`config.mk`:
```
export PLATFORM = sky130hd
export DESIGN_NAME = vga_timing_monitor_flat
export DESIGN_NICKNAME = d
export VERILOG_FILES = /design/src/rtl/vga_mon_pkg.sv /design/src/rtl/vga_timing_monitor_if.sv /design/src/rtl/vga_timing_monitor_sync_edge_det.sv /design/src/rtl/vga_timing_monitor.sv /design/src/flat_wrapper.sv
export SDC_FILE = /design/constraint.sdc
export NUM_CORES = 1
export LEC_CHECK = 0
export ABC_AREA = 1
export CAP_MARGIN = 20
export CORE_MARGIN = 1
export CORE_UTILIZATION = 35
export DETAILED_ROUTE_END_ITERATION = 16
export GPL_ROUTABILITY_DRIVEN = 0
export PLACE_DENSITY = 0.66
export SLEW_MARGIN = 15
export SYNTH_ARGS = -nofsm -noshare
export SYNTH_HDL_FRONTEND = slang
export SYNTH_SLANG_ARGS = --single-unit
```
`constraint.sdc`:
```
create_clock -name clk_i -period 2.9 [get_ports clk_i]
set_input_delay 0.29 -clock clk_i [delete_from_list [all_inputs] [get_ports clk_i]]
set_output_delay 0.29 -clock clk_i [all_outputs]
set_load 0.005 [all_outputs]
```
`src/rtl/vga_mon_pkg.sv`:
```
// Shared timing defaults, error-code bit positions and monitor state type for the VGA timing monitor.
package vga_mon_pkg;
  localparam int DEF_CLK_PER_PIX = 2;
  localparam int DEF_H_VISIBLE   = 640;
  localparam int DEF_H_FRONT     = 16;
  localparam int DEF_H_SYNC      = 96;
  localparam int DEF_H_BACK      = 48;
  localparam int DEF_V_VISIBLE   = 480;
  localparam int DEF_V_FRONT     = 10;
  localparam int DEF_V_SYNC      = 2;
  localparam int DEF_V_BACK      = 33;

  localparam int DEF_H_TOTAL = DEF_H_VISIBLE + DEF_H_FRONT + DEF_H_SYNC + DEF_H_BACK;
  localparam int DEF_V_TOTAL = DEF_V_VISIBLE + DEF_V_FRONT + DEF_V_SYNC + DEF_V_BACK;
  localparam int DEF_HP      = DEF_H_TOTAL * DEF_CLK_PER_PIX;
  localparam int DEF_HW      = DEF_H_SYNC * DEF_CLK_PER_PIX;

  localparam int POS_W = 10;
  localparam int ERR_W = 3;
  localparam int CNT_W = 16;

  localparam int ERR_HPER = 0;
  localparam int ERR_HWID = 1;
  localparam int ERR_VERT = 2;

  typedef enum logic [1:0] {SEEK, TRAIN, LOCKED} mon_state_t;
endpackage

```
`src/rtl/vga_timing_monitor_if.sv`:
```
// Sync lines under test plus the monitor's lock/position/error reporting.
interface vga_timing_monitor_if;
  import vga_mon_pkg::*;
  logic             vga_hs_i;
  logic             vga_vs_i;
  logic             locked_o;
  logic             de_o;
  logic [POS_W-1:0] x_o;
  logic [POS_W-1:0] y_o;
  logic             frame_o;
  logic             err_o;
  logic [ERR_W-1:0] err_code_o;
  logic [CNT_W-1:0] err_cnt_o;

  modport master (output vga_hs_i, vga_vs_i,
                  input  locked_o, de_o, x_o, y_o, frame_o, err_o, err_code_o, err_cnt_o);
  modport slave  (input  vga_hs_i, vga_vs_i,
                  output locked_o, de_o, x_o, y_o, frame_o, err_o, err_code_o, err_cnt_o);
endinterface

```
`src/rtl/vga_timing_monitor_sync_edge_det.sv`:
```
// Normalises a sync line to active-high and emits assert/deassert edge pulses.
// VGA_MON_INPUT_SYNC_EN adds a 2-flop synchroniser ahead of the edge detector.
module sync_edge_det #(
  parameter bit ACTIVE_LOW = 1'b1
) (
  input  logic clk_i,
  input  logic rst_n_i,
  input  logic sync_in,
  output logic assert_edge,
  output logic deassert_edge
);
  logic act_in, act_q;

`ifdef VGA_MON_INPUT_SYNC_EN
  logic [1:0] meta;
  always_ff @(posedge clk_i) begin
    if (!rst_n_i) meta <= '0;
    else          meta <= {meta[0], sync_in ^ ACTIVE_LOW};
  end
  assign act_in = meta[1];
`else
  assign act_in = sync_in ^ ACTIVE_LOW;
`endif

  always_ff @(posedge clk_i) begin
    if (!rst_n_i) act_q <= 1'b0;
    else          act_q <= act_in;
  end

  assign assert_edge   = act_in & ~act_q;
  assign deassert_edge = ~act_in & act_q;
endmodule

```
`src/rtl/vga_timing_monitor.sv`:
```
// Checks incoming hs/vs against nominal timing, tracks lock and recovers x/y/de.
// Optional input synchroniser: VGA_MON_INPUT_SYNC_EN (adds 2 cycles to every response).
module vga_timing_monitor
  import vga_mon_pkg::*;
#(
  parameter int CLK_PER_PIX     = DEF_CLK_PER_PIX,
  parameter int H_VISIBLE       = DEF_H_VISIBLE,
  parameter int H_FRONT         = DEF_H_FRONT,
  parameter int H_SYNC          = DEF_H_SYNC,
  parameter int H_BACK          = DEF_H_BACK,
  parameter int V_VISIBLE       = DEF_V_VISIBLE,
  parameter int V_FRONT         = DEF_V_FRONT,
  parameter int V_SYNC          = DEF_V_SYNC,
  parameter int V_BACK          = DEF_V_BACK,
  parameter int SYNC_ACTIVE_LOW = 1
) (
  input  logic clk_i,
  input  logic rst_n_i,
  vga_timing_monitor_if.slave bus
);
  localparam int H_TOTAL = H_VISIBLE + H_FRONT + H_SYNC + H_BACK;
  localparam int V_TOTAL = V_VISIBLE + V_FRONT + V_SYNC + V_BACK;
  localparam int HP      = H_TOTAL * CLK_PER_PIX;
  localparam int HW      = H_SYNC * CLK_PER_PIX;
  localparam int HCNT_W  = $clog2(HP + 1);
  localparam int DE_H0   = (H_SYNC + H_BACK) * CLK_PER_PIX;
  localparam int DE_H1   = DE_H0 + H_VISIBLE * CLK_PER_PIX;
  localparam int DE_L0   = V_SYNC + V_BACK;
  localparam int DE_L1   = DE_L0 + V_VISIBLE;

  logic hs_rise, hs_fall, vs_rise, vs_fall;

  sync_edge_det #(.ACTIVE_LOW(SYNC_ACTIVE_LOW != 0)) u_hs (
    .clk_i(clk_i), .rst_n_i(rst_n_i), .sync_in(bus.vga_hs_i),
    .assert_edge(hs_rise), .deassert_edge(hs_fall));
  sync_edge_det #(.ACTIVE_LOW(SYNC_ACTIVE_LOW != 0)) u_vs (
    .clk_i(clk_i), .rst_n_i(rst_n_i), .sync_in(bus.vga_vs_i),
    .assert_edge(vs_rise), .deassert_edge(vs_fall));

  logic [HCNT_W-1:0] hcnt, hoff;
  logic [POS_W-1:0]  lcnt, lcnt_inc, lcnt_at_vs_fall;
  logic [ERR_W-1:0]  viol, err_code;
  logic [CNT_W-1:0]  err_cnt;
  logic              err_fire, de_nxt, locked, de, frame, err;
  logic [POS_W-1:0]  x_nxt, y_nxt, x, y;
  mon_state_t        state, state_nxt;

  assign lcnt_inc = (lcnt == '1) ? lcnt : lcnt + POS_W'(1);

  always_ff @(posedge clk_i) begin
    if (!rst_n_i) begin
      hcnt <= '0;
      lcnt <= '0;
    end else begin
      if (hs_rise)           hcnt <= '0;
      else if (hcnt != '1)   hcnt <= hcnt + HCNT_W'(1);
      if (vs_rise)           lcnt <= '0;
      else if (hs_rise)      lcnt <= lcnt_inc;
    end
  end

  // vs normally drops on an hs edge, so count the line that edge opens
  assign lcnt_at_vs_fall = hs_rise ? lcnt_inc : lcnt;

  always_comb begin
    viol = '0;
    if (hs_rise ? (hcnt != HCNT_W'(HP - 1)) : (hcnt == HCNT_W'(HP - 1)))
      viol[ERR_HPER] = 1'b1;
    if (hs_fall && hcnt != HCNT_W'(HW - 1))
      viol[ERR_HWID] = 1'b1;
    if (vs_rise && lcnt != POS_W'(V_TOTAL - 1))
      viol[ERR_VERT] = 1'b1;
    if (vs_fall && lcnt_at_vs_fall != POS_W'(V_SYNC))
      viol[ERR_VERT] = 1'b1;
  end

  always_comb begin
    state_nxt = state;
    unique case (state)
      SEEK:    if (vs_rise) state_nxt = TRAIN;
      TRAIN:   if (|viol) state_nxt = SEEK;
               else if (vs_rise) state_nxt = LOCKED;
      LOCKED:  if (|viol) state_nxt = SEEK;
      default: state_nxt = SEEK;
    endcase
  end

  assign err_fire = (state == LOCKED) && (|viol);
  assign hoff     = hcnt - HCNT_W'(DE_H0);
  assign de_nxt   = (state_nxt == LOCKED) &&
                    hcnt >= HCNT_W'(DE_H0) && hcnt < HCNT_W'(DE_H1) &&
                    lcnt >= POS_W'(DE_L0)  && lcnt < POS_W'(DE_L1);
  assign x_nxt    = POS_W'(hoff / HCNT_W'(CLK_PER_PIX));
  assign y_nxt    = lcnt - POS_W'(DE_L0);

  always_ff @(posedge clk_i) begin
    if (!rst_n_i) begin
      state    <= SEEK;
      locked   <= 1'b0;
      frame    <= 1'b0;
      err      <= 1'b0;
      err_code <= '0;
      err_cnt  <= '0;
      de       <= 1'b0;
      x        <= '0;
      y        <= '0;
    end else begin
      state  <= state_nxt;
      locked <= (state_nxt == LOCKED);
      frame  <= vs_rise;
      err    <= err_fire;
      if (err_fire) begin
        err_code <= viol;
        if (err_cnt != '1) err_cnt <= err_cnt + CNT_W'(1);
      end
      de <= de_nxt;
      x  <= de_nxt ? x_nxt : '0;
      y  <= de_nxt ? y_nxt : '0;
    end
  end

  assign bus.locked_o   = locked;
  assign bus.frame_o    = frame;
  assign bus.err_o      = err;
  assign bus.err_code_o = err_code;
  assign bus.err_cnt_o  = err_cnt;
  assign bus.de_o       = de;
  assign bus.x_o        = x;
  assign bus.y_o        = y;
endmodule
```
`src/flat_wrapper.sv`:
```
// flat-port wrapper written by rule: the top's interface ports become plain ports
module vga_timing_monitor_flat import vga_mon_pkg::*;
#(
  parameter int CLK_PER_PIX     = DEF_CLK_PER_PIX,
  parameter int H_VISIBLE       = DEF_H_VISIBLE,
  parameter int H_FRONT         = DEF_H_FRONT,
  parameter int H_SYNC          = DEF_H_SYNC,
  parameter int H_BACK          = DEF_H_BACK,
  parameter int V_VISIBLE       = DEF_V_VISIBLE,
  parameter int V_FRONT         = DEF_V_FRONT,
  parameter int V_SYNC          = DEF_V_SYNC,
  parameter int V_BACK          = DEF_V_BACK,
  parameter int SYNC_ACTIVE_LOW = 1
)
  (clk_i, rst_n_i, bus_vga_hs_i, bus_vga_vs_i, bus_locked_o, bus_de_o, bus_x_o, bus_y_o, bus_frame_o, bus_err_o, bus_err_code_o, bus_err_cnt_o);
  vga_timing_monitor_if bus_i ();
  input  logic clk_i;
  input  logic rst_n_i;
  input wire logic [$bits(bus_i.vga_hs_i)-1:0] bus_vga_hs_i;
  input wire logic [$bits(bus_i.vga_vs_i)-1:0] bus_vga_vs_i;
  output wire logic [$bits(bus_i.locked_o)-1:0] bus_locked_o;
  output wire logic [$bits(bus_i.de_o)-1:0] bus_de_o;
  output wire logic [$bits(bus_i.x_o)-1:0] bus_x_o;
  output wire logic [$bits(bus_i.y_o)-1:0] bus_y_o;
  output wire logic [$bits(bus_i.frame_o)-1:0] bus_frame_o;
  output wire logic [$bits(bus_i.err_o)-1:0] bus_err_o;
  output wire logic [$bits(bus_i.err_code_o)-1:0] bus_err_code_o;
  output wire logic [$bits(bus_i.err_cnt_o)-1:0] bus_err_cnt_o;
  assign bus_i.vga_hs_i = bus_vga_hs_i;
  assign bus_i.vga_vs_i = bus_vga_vs_i;
  assign bus_locked_o = bus_i.locked_o;
  assign bus_de_o = bus_i.de_o;
  assign bus_x_o = bus_i.x_o;
  assign bus_y_o = bus_i.y_o;
  assign bus_frame_o = bus_i.frame_o;
  assign bus_err_o = bus_i.err_o;
  assign bus_err_code_o = bus_i.err_code_o;
  assign bus_err_cnt_o = bus_i.err_cnt_o;
  vga_timing_monitor #(.CLK_PER_PIX(CLK_PER_PIX), .H_VISIBLE(H_VISIBLE), .H_FRONT(H_FRONT), .H_SYNC(H_SYNC), .H_BACK(H_BACK), .V_VISIBLE(V_VISIBLE), .V_FRONT(V_FRONT), .V_SYNC(V_SYNC), .V_BACK(V_BACK), .SYNC_ACTIVE_LOW(SYNC_ACTIVE_LOW)) u_core (.clk_i(clk_i), .rst_n_i(rst_n_i), .bus(bus_i));
endmodule
```
**Word-level counts from Yosys, hierarchy flattened**

Index checks and enable logic that the tools add are counted.
W data, S select, Z words.

- Register bits: 68
- Input port bits: 4
- Output and inout port bits: 43
- Word-level logic and storage cells: 68

- Add/subtract/negate cells: 5
- Magnitude comparators: 4
- Equality and inequality tests: 11
- Multiplexer cells: 12
- Bitwise operators: 9
- Reductions and logical operators: 14

Operator list:

| cell | number |
|---|---|
| $ne A11 B11 Y1 const B | 2 |
| $mux W10 | 2 |
| $add A16 B1 Y16 const B | 1 |
| $ne A16 B16 Y1 const B | 1 |
| $add A11 B1 Y11 const B | 1 |
| $eq A11 B11 Y1 const B | 1 |
| $ge A11 B9 Y1 const B | 1 |
| $lt A11 B11 Y1 const B | 1 |
| $ne A11 B8 Y1 const B | 1 |
| $sub A11 B9 Y11 const B | 1 |
| $add A10 B1 Y10 const B | 1 |
| $eq A10 B10 Y1 const B | 1 |
| $ge A10 B6 Y1 const B | 1 |
| $lt A10 B10 Y1 const B | 1 |
| $ne A10 B10 Y1 const B | 1 |
| $ne A10 B2 Y1 const B | 1 |
| $sub A10 B6 Y10 const B | 1 |
| $logic_and A1 B1 Y1 | 8 |
| $mux W2 | 4 |
| $pmux W2 S3 | 1 |
| $mux W1 | 5 |
| $not A1 Y1 | 5 |
| $and A1 B1 Y1 | 4 |
| $eq A2 B2 Y1 const B | 2 |
| other kinds (5) | 7 |

**Longest topological paths before layout**

- Depth after elaboration: 15
- Mapped depth: 17
- Gate-level depth less buffers: 17

**By module**

From an unflattened synthesis, not the netlist that was laid out.

- Cells, all modules: 458
- Area total of the unflattened synthesis: 3434.5 um^2

By module, submodules not included:

| module | instances | cells an instance | area each (um^2) | seq. area each (um^2) |
|---|---|---|---|---|
| vga_timing_monitor | 1 | 446 | 3357.0 | 1321.3 |
| sync_edge_det | 2 | 6 | 38.8 | 20.0 |

**Worst setup path after synthesis**

No wires, ideal clock.

- Path type: register -> register
- Start point: reg u_core.lcnt[0]
- End point: reg u_core.x[6], in the netlist u_core.bus.x_o[6]
- Library setup time: 73 ps
- Arrival: 2053 ps
- Required time: 2827 ps
- Slack: 774 ps
- Cell stages (with the launch flop): 16
- Buffers on the path: 1
- Clock period less this slack: 2126 ps
- Cell sequence: dfxtp_1 ha_1 nand3_2 nor2_4 nand2_4 nand2_2 nand2_1 o21ai_1 nand3_1 nor2_1 nand2_1 nand2_2 nand3_4 a21o_4 buf_6 nor3_2

- Word-level cells in the longest chain between the ends: 15
- Elaborated cells on any way between the ends: 22
- Those cells by class: add/sub: 1; order compare: 2; eq/ne: 4; mux: 7; reduce/logical: 8

Ends and longest elaborated chain:

| element | line | text |
|---|---|---|
| from (decl) | vga_timing_monitor.sv:41 | `logic [POS_W-1:0] lcnt, lcnt_inc, lcnt_at_vs_fall;` |
| from (signal assigned) | vga_timing_monitor.sv:58 | `else if (hs_rise) lcnt <= lcnt_inc;` |
| $add A10 B1 Y10 or $eq A10 B10 Y1 (tied branches) | vga_timing_monitor.sv:48 | `assign lcnt_inc = (lcnt == '1) ? lcnt : lcnt + POS_W'(1);` |
| $mux W10 | vga_timing_monitor.sv:48 |  |
| $mux W10 | - |  |
| $ne A10 B2 Y1 | vga_timing_monitor.sv:73 | `if (vs_fall && lcnt_at_vs_fall != POS_W'(V_SYNC))` |
| $logic_and A1 B1 Y1 | vga_timing_monitor.sv:73 |  |
| $mux W1 | vga_timing_monitor.sv:73 |  |
| $reduce_or A3 Y1 | vga_timing_monitor.sv:81, vga_timing_monitor.sv:83 |  |
| $mux W2, on equally long branches | vga_timing_monitor.sv:83, vga_timing_monitor.sv:81 |  |
| $pmux W2 S3 | vga_timing_monitor.sv:79 | `unique case (state)` |
| $eq A2 B2 Y1 | vga_timing_monitor.sv:90 | `assign de_nxt = (state_nxt == LOCKED) &&` |
| $logic_and A1 B1 Y1 | vga_timing_monitor.sv:90 |  |
| $logic_and A1 B1 Y1 (2 in series) | vga_timing_monitor.sv:91 | `hcnt >= HCNT_W'(DE_H0) && hcnt < HCNT_W'(DE_H1) &&` |
| $logic_and A1 B1 Y1 * | vga_timing_monitor.sv:92 | `lcnt >= POS_W'(DE_L0) && lcnt < POS_W'(DE_L1);` |
| $reduce_and A2 Y1 (no line) * | - |  |
| to (signal assigned) | vga_timing_monitor.sv:117 | `x <= de_nxt ? x_nxt : '0;` |
| to (decl) | vga_timing_monitor.sv:45 | `logic [POS_W-1:0] x_nxt, y_nxt, x, y;` |

Every way passes the cells marked *; elsewhere a longest branch is shown, timed or not.
A chain may end at the register's enable or synchronous reset.

**Worst setup path in the final report**

- Start point: reg u_core.lcnt[0]
- End point: reg u_core.y[0], in the netlist u_core.bus.y_o[0]

- Word-level cells in the longest chain between the ends: 15
- Elaborated cells on any way between the ends: 23
- Those cells by class: add/sub: 2; order compare: 2; eq/ne: 4; mux: 7; reduce/logical: 8

Ends and longest elaborated chain:

| element | line | text |
|---|---|---|
| $add A10 B1 Y10 or $eq A10 B10 Y1 (tied branches) | vga_timing_monitor.sv:48 |  |
| $mux W10 | vga_timing_monitor.sv:48 |  |
| $mux W10 | - |  |
| $ne A10 B2 Y1 | vga_timing_monitor.sv:73 |  |
| $logic_and A1 B1 Y1 | vga_timing_monitor.sv:73 |  |
| $mux W1 | vga_timing_monitor.sv:73 |  |
| $reduce_or A3 Y1 | vga_timing_monitor.sv:81, vga_timing_monitor.sv:83 |  |
| $mux W2, on equally long branches | vga_timing_monitor.sv:83, vga_timing_monitor.sv:81 |  |
| $pmux W2 S3 | vga_timing_monitor.sv:79 |  |
| $eq A2 B2 Y1 | vga_timing_monitor.sv:90 |  |
| $logic_and A1 B1 Y1 | vga_timing_monitor.sv:90 |  |
| $logic_and A1 B1 Y1 (2 in series) | vga_timing_monitor.sv:91 |  |
| $logic_and A1 B1 Y1 | vga_timing_monitor.sv:92 |  |
| $reduce_and A2 Y1 (no line) | - |  |
| to (signal assigned) | vga_timing_monitor.sv:118 | `y <= de_nxt ? y_nxt : '0;` |
| to (decl) | vga_timing_monitor.sv:45 |  |

Parallel ways exist; a longest one is shown, timed or not.

==> flow_metrics.tcl <==
set metrics [dict create \
    hp-class "reg2reg" \
    max_slew_margin 0.544 \
    critPathLaunchType "flip-flop" \
    antenna_left 0 \
    synthAdderAreaFrac 0.0288 \
    netlist.area_leader.share 0.392 \
    synthMuxAreaShare 0 \
    ios 47 \
    min_delay_worst_endpoint "u_core.bus.err_code_o[2]$_SDFFE_PN0P_" \
    critPathMaxStageDelay_ns 0.44 \
    grt_pass1_vias 2975 \
    crit_type "reg2reg" \
    yosys-top-cells-area "dfxtp_1 (39%), nand2_1 (11%), inv_1 (6.0%), xor2_1 (5.8%), nor2_1 (5.3%)" \
    cap_violations 0 \
    dr.pass1.iters 5 \
    timing_hold_violations_final 0 \
    synth_ff_type "dfxtp_1" \
    fin_crit_sh 0.882 \
    critical_path.top_delay_family "simple AND/OR/NAND/NOR gates" \
    antenna_cells 0 \
    cp_max_fo 20 \
    dp_hpwl_um 5610 \
    min-delay-start "u_core.bus.err_code_o[2]$_SDFFE_PN0P_" \
    regArea_mm2 0.00136 \
    n_fill_cell 965 \
    drive_gt1_frac 0.100 \
    synth-seq-cells 68 \
    cts.clk_slew.worst_paths_ns 0.08 \
    area_growth_syn_to_layout_pct 23.9 \
    slowest_stage "dfxtp_1" \
    mostFrequentLayoutCells "nand2_1 (100), dfxtp_1 (68), inv_1 (56), nor2_1 (49), clkdlybuf4s50_1 (46)" \
    cp_num_buf_inv 0 \
    irDropWorstVdd_mv 0.247 \
    clock-sinks 68 \
    clkLatencyLatePin_ns 0.35 \
    grt.overflow.total 0 \
    clk_path_buf_depth 2 \
    port_buffers 46 \
    cts_inserted_buffers 9 \
    tightest_slew_ns 0.675 \
    synth_compound_area_frac 0.0781 \
    finClkSkew_ns 0.0132 \
    rows 36 \
    grt_max_degree 24 \
    r2r_start "u_core.lcnt[0]$_SDFF_PP0_" \
    cts_resized 0 \
    ctsHtreeMaxLevel 3 \
    antenna_found_initial 0 \
    fin_area_mm2 0.00431 \
    fp.dieH_um 102 \
    fin_hold_ws_ns 0.465 \
    slew_viol_final 0 \
    synth_top_family_by_area "simple AND/OR/NAND/NOR gates" \
    grt_pass1_wl_um 13300 \
    dp_cells 634 \
    syn_nets 476 \
    wl_per_cell_um 12.2 \
    rsz0062_at_grt "false" \
    postSynthCellCount 464 \
    yosys_warnings 0 \
    layout.nets 525 \
    r2r-end "u_core.bus.y_o[0]$_SDFF_PN0_" \
    instances_no_fill 651 \
    syn-cell-area_mm2 0.00348 \
    vias 3143 \
    outcome "complete, no violations" \
    synth-edff-count 0 \
    hold_depth 2 \
    r2r_slack_ns 0.34 \
    critical_path.endpoint_type "flip-flop" \
    synth_area_per_cell_um2 7.49 \
    initial_core_util 0.359 \
    synth-seq-area-share 0.392 \
    drc 0 \
    cts_tree "done" \
    tns_ns 0 \
    wl_um 7970 \
    drtIter0Drc 129 \
    yosys.area_share.simple 0.335 \
    final_util 0.445 \
    avgViaCountPerCell 4.83 \
    fmax_mhz 391 \
    async_flop_share 0 \
    power_per_cell_area_mw_per_mm2 441 \
    chipWidth_um 102 \
    setup_viol 0 \
    post-synth-top-area-cell "dfxtp_1" \
    synth_cell_types 33 \
    p_leak_nw 1.68 \
    synth-xor-area-share 0.0781 \
    crit_chain "ha_1, nand3_2, nor2_4, nand2_4, nand2_2, nand2_1, o21ai_1, nand3_1, nor2_1, nand2_1, nand2_2, nand3_4, a21o_2, nor3_2" \
    reg2regPathDepth 14 \
    die-area_mm2 0.0103 \
    grt_usage 0.164 \
    postCtsHoldBufs 0 \
    cp.arrival_ns 2.84 \
    post-cts-setup-buffers 0 \
    cts_root_buffer "clkbuf_8" \
    final_common_cell "nand2_1" \
    period_minus_slack_ns 2.56 \
    placed_cell_area_mm2 0.00407 \
    multi_input_comb_area_mm2 0.00184 \
    required_ns 3.18 \
    core_area_mm2 0.00968 \
]
## per-stage QoR
step	power, W	worst slack, ns
CTS	0.00193	0.322
global placement	0.00104	0.317
detailed placement	0.00104	0.248
global route	0.00197	0.00183
floorplan	0.00102	0.774
finish	0.00190	0.342
## worst max-delay path by stage
| stage | startpoint | cells past startpoint | slack, ns | to |
|---|---|---|---|---|
| 2_1_floorplan | u_core.lcnt[0]$_SDFF_PP0_ | 15 | 0.77 | u_core.bus.x_o[6]$_SDFF_PN0_ |
| 3_3_place_gp | bus_vga_hs_i | 12 | 0.32 | u_core.bus.x_o[0]$_SDFF_PN0_ |
| 3_5_place_dp | bus_vga_hs_i | 12 | 0.25 | u_core.bus.x_o[2]$_SDFF_PN0_ |
| 4_1_cts | u_core.lcnt[0]$_SDFF_PP0_ | 14 | 0.32 | u_core.bus.x_o[2]$_SDFF_PN0_ |
| 5_1_grt | u_core.lcnt[0]$_SDFF_PP0_ | 15 | 0.002 | u_core.bus.err_cnt_o[13]$_SDFFE_PN0P_ |
| 6_report | u_core.lcnt[0]$_SDFF_PP0_ | 14 | 0.34 | u_core.bus.y_o[0]$_SDFF_PN0_ |
## tightest hold or removal path, cell delays in order (launching register included)
cell and delay, ns:
dfxtp_1 0.31, nand2_1 0.06, a21oi_1 0.05
## metal layers
layer	wire (um)	part of all wire	track usage
met1	3650	0.46	0.197
met2	3740	0.47	0.280
met3	498	0.062	0.0469
met4	84	0.011	0.0580
met5	0	0	0
## where the power goes
part           switching, W  internal [W]  leakage, nW
Sequential       0.00000532      0.000940        0.549
Clock              0.000391      0.000490        0.110
Combinational     0.0000503     0.0000224         1.02
Total              0.000447       0.00145         1.68
## synth_stat cells (3+ instances only)
cell and instances:
nand2_1 100, dfxtp_1 68, inv_1 56, nor2_1 49, a21oi_1 30, nand3_1 24, xor2_1 23, nand4_1 22
nor3_2 17, nor3_1 10, ha_1 8, o21ai_0 8, xnor2_1 8, clkbuf_1 5, nor4_1 5, buf_2 4
buf_6 3, nand2_2 3, o21ai_1 3
## registers in the layout, summed over array words and instances, names as in the netlist
name / count
u_core.u_vs.act_q: 1
u_core.state: 2
u_core.bus.err_cnt_o: 16
u_core.bus.frame_o: 1
u_core.bus.err_code_o: 3
u_core.bus.de_o: 1
u_core.bus.y_o: 10
u_core.bus.err_o: 1
u_core.bus.locked_o: 1
u_core.hcnt: 11
u_core.bus.x_o: 10
u_core.lcnt: 10
u_core.u_hs.act_q: 1
## final cells by class
class / count / area share
flip-flops and latches: 68 / 0.316
well taps: 133 / 0.0387
multi-input cells: 324 / 0.426
clock buffers: 9 / 0.0288
clock inverters: 7 / 0.0230
repair buffers: 51 / 0.116
inverters: 59 / 0.0514
## cells by family after synthesis
logic type,count (synthesis)
AOI/OAI and AO/OA,48
xor gates and xnor gates,31
adders and majority gates,8
buffers and inverters,73
DFF,68
and+or+nand+nor,236
(Power assumes the default switching activity.)
